[src/rtl/imm_ext_pkg.sv]
// Shared types for the immediate extender: mode encoding and occupancy width.
package imm_ext_pkg;

    localparam int unsigned MODE_W = 2;
    localparam int unsigned OCC_W  = 2;

    typedef enum logic [MODE_W-1:0] {
        IMM_SIGN = 2'b00,
        IMM_ZERO = 2'b01,
        IMM_LUI  = 2'b10,
        IMM_SHL2 = 2'b11
    } imm_mode_t;

    // Entries held = main valid + skid valid.
    function automatic logic [OCC_W-1:0] occ_count(input logic main_v, input logic skid_v);
        return {1'b0, main_v} + {1'b0, skid_v};
    endfunction

endpackage

[src/rtl/imm_ext_core.sv]
// Purely combinational immediate widener: sign, zero, upper-load and branch-offset forms.
module imm_ext_core
    import imm_ext_pkg::*;
#(
    parameter int unsigned IN_W  = 16,
    parameter int unsigned OUT_W = 32
) (
    input  logic [IN_W-1:0]  imm,
    input  imm_mode_t        mode,
    output logic [OUT_W-1:0] ext_c
);

    localparam int unsigned EXT_W = OUT_W - IN_W;

    logic [OUT_W-1:0] sext;
    logic [OUT_W-1:0] zext;

    assign sext = {{EXT_W{imm[IN_W-1]}}, imm};
    assign zext = {{EXT_W{1'b0}}, imm};

    // LUI drops any immediate bits shifted past OUT_W; SHL2 truncates likewise.
    always_comb begin
        ext_c = sext;
        case (mode)
            IMM_SIGN: ext_c = sext;
            IMM_ZERO: ext_c = zext;
            IMM_LUI:  ext_c = zext << EXT_W;
            IMM_SHL2: ext_c = sext << 2;
        endcase
    end

endmodule

[src/rtl/imm_extend_pipe.sv]
// Registered immediate extender with valid/ready handshake and a one-deep skid register.
module imm_extend_pipe
    import imm_ext_pkg::*;
#(
    parameter int unsigned IN_W  = 16,
    parameter int unsigned OUT_W = 32
) (
    input  logic              clk,
    input  logic              rst,
    input  logic              flush,
    input  logic              in_valid,
    output logic              in_ready,
    input  logic [IN_W-1:0]   in_imm,
    input  logic [MODE_W-1:0] in_mode,
    output logic              out_valid,
    input  logic              out_ready,
    output logic [OUT_W-1:0]  out_data,
    output logic [OCC_W-1:0]  occupancy
);

    if (OUT_W < IN_W + 2) begin : g_bad_width
        $error("imm_extend_pipe: OUT_W must be at least IN_W+2");
    end

    logic [OUT_W-1:0] ext_c;

    logic [OUT_W-1:0] main_q,       main_n;
    logic [OUT_W-1:0] skid_q,       skid_n;
    logic             out_valid_q,  out_valid_n;
    logic             skid_valid_q, skid_valid_n;
    logic             in_ready_q,   in_ready_n;
    logic [OCC_W-1:0] occ_q,        occ_n;

    logic accept;
    logic transfer;

    imm_ext_core #(
        .IN_W  (IN_W),
        .OUT_W (OUT_W)
    ) u_core (
        .imm   (in_imm),
        .mode  (imm_mode_t'(in_mode)),
        .ext_c (ext_c)
    );

    assign accept   = in_valid & in_ready_q;
    assign transfer = out_valid_q & out_ready;

    // Next-state: flush, skid drain, direct load, skid capture, drain to empty.
    always_comb begin
        main_n       = main_q;
        skid_n       = skid_q;
        out_valid_n  = out_valid_q;
        skid_valid_n = skid_valid_q;

        if (flush) begin
            out_valid_n  = 1'b0;
            skid_valid_n = 1'b0;
        end else if (skid_valid_q && transfer) begin
            main_n       = skid_q;
            skid_valid_n = 1'b0;
        end else if (accept && (!out_valid_q || transfer)) begin
            main_n      = ext_c;
            out_valid_n = 1'b1;
        end else if (accept && out_valid_q && !out_ready) begin
            skid_n       = ext_c;
            skid_valid_n = 1'b1;
        end else if (transfer) begin
            out_valid_n = 1'b0;
        end

        in_ready_n = !skid_valid_n;
        occ_n      = occ_count(out_valid_n, skid_valid_n);
    end

    always_ff @(posedge clk or posedge rst) begin
        if (rst) begin
            main_q       <= '0;
            skid_q       <= '0;
            out_valid_q  <= 1'b0;
            skid_valid_q <= 1'b0;
            in_ready_q   <= 1'b1;
            occ_q        <= '0;
        end else begin
            main_q       <= main_n;
            skid_q       <= skid_n;
            out_valid_q  <= out_valid_n;
            skid_valid_q <= skid_valid_n;
            in_ready_q   <= in_ready_n;
            occ_q        <= occ_n;
        end
    end

    assign in_ready  = in_ready_q;
    assign out_valid = out_valid_q;
    assign out_data  = main_q;
    assign occupancy = occ_q;

endmodule

[config.mk]
export PLATFORM = sky130hd
export DESIGN_NAME = imm_extend_pipe
export DESIGN_NICKNAME = d
export VERILOG_FILES = /design/src/rtl/imm_ext_pkg.sv /design/src/rtl/imm_ext_core.sv /design/src/rtl/imm_extend_pipe.sv
export SDC_FILE = /design/constraint.sdc
export NUM_CORES = 1
export LEC_CHECK = 0
export BUFFER_PORTS_ARGS = -buffer_cell sky130_fd_sc_hd__buf_2
export CORE_ASPECT_RATIO = 1.75
export CORE_MARGIN = 10
export CORE_UTILIZATION = 55
export DETAILED_ROUTE_END_ITERATION = 12
export PLACE_DENSITY_LB_ADDON = 0.3
export SETUP_SLACK_MARGIN = 0.1
export SLEW_MARGIN = 30
export SYNTH_ARGS = -nofsm -noshare
export SYNTH_HDL_FRONTEND = slang
export SYNTH_SLANG_ARGS = --single-unit
[constraint.sdc]
create_clock -name clk -period 4.9 [get_ports clk]
set_clock_uncertainty 0.15 [all_clocks]
set_input_delay 0.49 -clock clk [delete_from_list [all_inputs] [get_ports clk]]
set_output_delay 0.49 -clock clk [all_outputs]
set_load 0.02 [all_outputs]
==> flow_summary.toml, run 1 <==
[status]
status = "complete, no violations"

[worst_setup_path]
critPathMaxFanout = 31
r2r-end = "out_data[0]"
critPathLaunchType = "register"
arrival_ns = 2.63
required_ns = 4.96
rrSetupSlack_ns = 2.34
end_kind = "register"
critical_path_class = "reg2reg"
reg2regPathDepth = 5
rr_startpoint = "out_valid"

[placement]
port_buffers = 58
gp_congestion = 0.780
dp_hpwl_um = 5700

[synthesis]
seq_area_frac_synth_pct = 46.7
synth_edf_count = 0
ys_async_sr_fraction_pct = 100
synth_ff_type = "dfrtp_1"
synth_top_area_share_pct = 46.0
synth.net_count = 359
yosys.area.top_type = "dfrtp_1"
syn-cell-area_sq_um = 3700
synthTopCellsByCount = "dfrtp_1, mux2_2, o31ai_1, a22o_1, clkbuf_1"
yosysUniqueCellTypes = 33
avgSynthCellArea_sq_um = 11.0
ys_ff_latch = 69
yosysMostFrequentCell = "dfrtp_1"
synthCells = 335
ys.warnings.count = 0
yosys-top-cells-area = "dfrtp_1, mux2_2, a22o_1, o31ai_1, mux2i_1"

[route]
via_per_inst = 6.34
ant_nets = 0
wl_um = 8890
wl_per_cell_um = 19.5
first_pass_iters = 4
drt_iter0_drc = 353
drc = 0
route.vias.total = 2896

[die]
die-area_sq_um = 10500
die_h_um = 129
ios = 59
initial_utilization_pct = 56.6
rows = 39
die_x_um = 82
design.core.area_sq_um = 6540

[layout]
fillers = 556
fin_nets = 394
drive_gt1_share_pct = 31.5
area_delta_synth_final_pct = 13.9
insertedDiodeCount = 0

[cts]
insertion_delay_ns = 0.33
post_cts_resized = 0
cts.clk_slew.worst_paths_ns = 0.05
cts_tree = "built"
hold_buffers = 0
htree_levels = 3
clockBufferDepth = 2
clockRootBuffer = "clkbuf_16"
cts_setup_buffers = 0
clock_sinks = 69
numCtsBuffers = 9

[timing]
max-slew-margin-rel_pct = 41.7
rsz0062_at_grt = "no"
fmax_mhz = 390
tightest_slew_ns = 0.872
timing_hold_violations_final = 0
hold_slack_ns = 0.274
period_share_pct = 52.3
drv_slew = 0
period_needed_ns = 2.56
finalSetupTns_ns = 0
setup_violations = 0

[pwr]
vdd_drop_max_v = 0.000247
p_sw_mw = 0.509
power_leakage_nw = 2.03
switching_share_pct = 29.1
seq_power_share_pct = 43.4
power_frac_clock_pct = 33.8
internal-power_mw = 1.24
powerDensity_nw_per_um2 = 415
power_frac_comb_pct = 22.8

[global_route]
grt_max_degree = 70
grt_overflow = 0
met1_usage_pct = 21.8
grt_pass1_vias = 2971
grt_use_met2_pct = 28.3
grt_pass1_wl_um = 15000
met3_usage_pct = 4.88
grtUsageTotal_pct = 17.8
busiest_layer = "met2"
antenna_found_initial = 0

[hold_path]
hp-class = "in2async"

[job]
cap_violations = 0
-- kinds of logic (layout without fill, tap and decap cells) --
logic type / after synthesis / count (layout) / synth area share [%]
buffers and inverters: 61 / 101 / 7.47
muxes: 51 / 51 / 15.0
DFF: 69 / 69 / 46.7
AOI/OAI and AO/OA: 122 / 122 / 26.0
and+or+nand+nor: 31 / 31 / 4.43
adders and majority gates: 1 / 1 / 0.338
-- per-layer routing --
layer  share of wire [%]  wire length, um
met1                  42             3700
met2                  50             4470
met3                 6.3              564
met4                 1.8              159
met5                   0                0
-- worst max path at each step --
stage	from	end	depth (start not counted)	slack (ns)
after floorplan	rst	occupancy[0]	1	2.52
after global placement	out_ready	out_data[0]	5	2.23
after detailed placement	out_ready	out_data[0]	5	2.22
after CTS	out_valid	out_data[0]	5	2.37
after global routing	out_valid	out_data[0]	5	2.22
final	out_valid	out_data[0]	5	2.34
-- sequential cells by signal (all words and copies together) (netlist names) --
name,cells
out_data,32
in_ready,1
skid_q,32
occupancy,2
out_valid,1
skid_valid_q,1
-- placed cells by master, fill, tap and decap left out, types with 2 or more instances in the layout --
| cell type | count |
|---|---|
| a2111oi_0 | 15 |
| a211o_1 | 15 |
| nor2b_1 | 2 |
| dfrtp_1 | 68 |
| a21oi_1 | 15 |
| buf_4 | 6 |
| mux2i_1 | 15 |
| nor2_1 | 14 |
| clkbuf_16 | 9 |
| nand2_1 | 2 |
| clkbuf_1 | 4 |
| nand3_1 | 4 |
| o31ai_1 | 29 |
| inv_1 | 20 |
| mux2_2 | 36 |
| o211a_1 | 3 |
| o21ai_0 | 4 |
| a31oi_1 | 2 |
| a22o_1 | 26 |
| and4_1 | 2 |
| a221oi_1 | 11 |
| clkbuf_8 | 2 |
| buf_2 | 58 |
-- worst max-delay path, cell delays in order, from the launching register on --
cell	delay (ns)
dfrtp_1	0.44
a22oi_2	0.21
buf_4	0.36
or3_1	0.57
buf_4	0.36
mux2_2	0.36
-- area by class of cell --
cell class | count | area (sq um) | share of cell area (%)
Sequential cell | 69 | 1730 | 41.0
Multi-Input combinational cell | 205 | 1700 | 40.2
Timing Repair Buffer | 64 | 335 | 7.96
Clock buffer | 15 | 268 | 6.36
Tap cell | 82 | 103 | 2.44
Inverter | 21 | 78.8 | 1.87
Clock inverter | 1 | 5.00 | 0.119
-- metrics by stage --
step / instances / utilization [%] / power [mW] / setup WS [ns] / instance area (sq um)
final: 457 / 64.4 / 1.75 / 2.34 / 4210
after floorplan: 335 / - / 1.05 / 2.52 / 3700
after detailed placement: 441 / 60.3 / 1.17 / 2.22 / 3940
after global routing: 457 / 64.4 / 1.84 / 2.22 / 4210
after CTS: 457 / 64.4 / 1.76 / 2.37 / 4210
after global placement: 441 / 60.3 / 1.15 / 2.23 / 3940
-- power groups by stage --
stage          registers, mW  logic, mW  clock network [mW]
2_1_floorplan          0.822      0.224                   0
3_3_place_gp           0.762      0.392                   0
3_5_place_dp           0.769      0.402                   0
4_1_cts                0.759      0.406               0.600
5_1_grt                0.775      0.446               0.622
6_report               0.759      0.399               0.590
(Power assumes the default switching activity.)
==> run 2: changes to the inputs <==
==> constraint.sdc (replaced) <==
create_clock -name clk -period 2.4 [get_ports clk]
set_clock_uncertainty 0.15 [all_clocks]
set_input_delay 0.24 -clock clk [delete_from_list [all_inputs] [get_ports clk]]
set_output_delay 0.24 -clock clk [all_outputs]
set_load 0.02 [all_outputs]
==> flow_summary.toml, run 2 (synthesis results as in run 1) <==
[status]
status = "complete, no violations"

[timing]
tightest_slew_ns = 0.665
finalSetupTns_ns = 0
period_needed_ns = 2.01
rsz0062_at_grt = "no"
max-slew-margin-rel_pct = 55.6
timing_hold_violations_final = 0
drv_slew = 0
period_share_pct = 83.6
setup_violations = 0
fmax_mhz = 499

[die]
ios = 59
die_h_um = 129
die-area_sq_um = 10500
design.core.area_sq_um = 6540
initial_utilization_pct = 56.6
rows = 39
die_x_um = 82

[layout]
final_common_cell = "dfrtp_1"
final_cell_mix = "dfrtp_1, buf_2, mux2_2"
multiInputGateArea_sq_um = 1700
insertedDiodeCount = 0
final_util_pct = 65.6
seq_area_sq_um = 1730
area_delta_synth_final_pct = 15.9
fin_nets = 401
fillers = 542
drive_gt1_share_pct = 32.8

[global_route]
grt_pass1_vias = 3027
grt_pass1_wl_um = 15600
antenna_found_initial = 0
grt_overflow = 0
grt_max_degree = 70
grtUsageTotal_pct = 18.9

[pwr]
switching_share_pct = 29.4
powerDensity_nw_per_um2 = 845
internal-power_mw = 2.56
seq_power_share_pct = 42.8
power_frac_comb_pct = 23.1
vdd_drop_max_v = 0.000624
power_frac_clock_pct = 34.1
power_leakage_nw = 2.07
p_sw_mw = 1.07

[worst_setup_path]
critPathMaxFanout = 22
critPathLaunchType = "register"
arrival_ns = 2.08
end_kind = "register"
critical_path_class = "reg2reg"
required_ns = 2.47

[cts]
hold_buffers = 1
cts_setup_buffers = 0
clockRootBuffer = "clkbuf_16"
post_cts_resized = 0
clockBufferDepth = 2
insertion_delay_ns = 0.34
htree_levels = 3
cts_tree = "built"
cts.clk_slew.worst_paths_ns = 0.05
clock_sinks = 69
numCtsBuffers = 9

[route]
wl_per_cell_um = 20.4
route.vias.total = 2936
drt_iter0_drc = 290
ant_nets = 0
via_per_inst = 6.34
drc = 0
wl_um = 9460
first_pass_iters = 4

[placement]
dp_hpwl_um = 6210
port_buffers = 58
gp_congestion = 0.797

[hold_path]
hp-class = "in2reg"

[job]
cap_violations = 0
## run 2: changes by cell type in the layout (fill, tap and decap cells not counted), sizes merged
cell	previous run	this run
clkbuf	15	14
dlygate4sd3	0	1
buf	64	70
## run 2: path summary, 6_finish.rpt
check	slack (ns)	cells past startpoint	from	to
max in group asynchronous	1.40	4	rst	in_ready
hold / removal	0.17	3	in_imm[9]	skid_q[11]
min in group asynchronous	0.36	4	rst	out_data[19]
setup / recovery	0.39	4	out_valid	skid_q[6]
setup reg to reg	0.39	4	out_valid	skid_q[6]
hold reg to reg	0.35	2	out_data[9]	out_data[9]
## run 2: worst max-delay path: stages, from the launching register on
cell,delay (ns)
dfrtp_1,0.42
and2b_4,0.32
and4_1,0.27
buf_4,0.33
mux2_2,0.38
## run 2: layout make-up
class | instances | area share, %
clock buffer | 14 | 6.39
tap | 82 | 2.39
timing repair buffer | 71 | 9.40
multi-input combinational | 205 | 39.6
clock inverter | 1 | 0.117
inverter | 21 | 1.84
sequential | 69 | 40.3
## run 2: layer usage
metal  vias up  share of wire (%)  GRT usage [%]
li1       1358                  -              -
met1      1472                 39           21.6
met2        91                 53           31.3
met3        15                6.3           5.65
met4         0                2.2           8.35
met5         -                  0              0
## run 2: power groups by stage
stage	clock network (mW)	logic (mW)	registers [mW]
final	1.24	0.837	1.55
after global routing	1.29	0.925	1.59
after CTS	1.25	0.849	1.55
after detailed placement	0	0.837	1.57
after global placement	0	0.813	1.56
after floorplan	0	0.458	1.68
## run 2: per-stage QoR
| step | std cells | setup WS [ns] | total power [mW] | area, sq um | hold WS [ns] |
|---|---|---|---|---|---|
| CTS | 463 | 0.392 | 3.65 | 4290 | 0.164 |
| global placement | 447 | 0.443 | 2.37 | 4000 | 0.192 |
| detailed placement | 447 | 0.403 | 2.41 | 4000 | 0.194 |
| finish | 463 | 0.395 | 3.62 | 4290 | 0.172 |
| global route | 463 | 0.287 | 3.80 | 4290 | 0.184 |
| floorplan | 335 | 0.272 | 2.14 | 3700 | 0.248 |
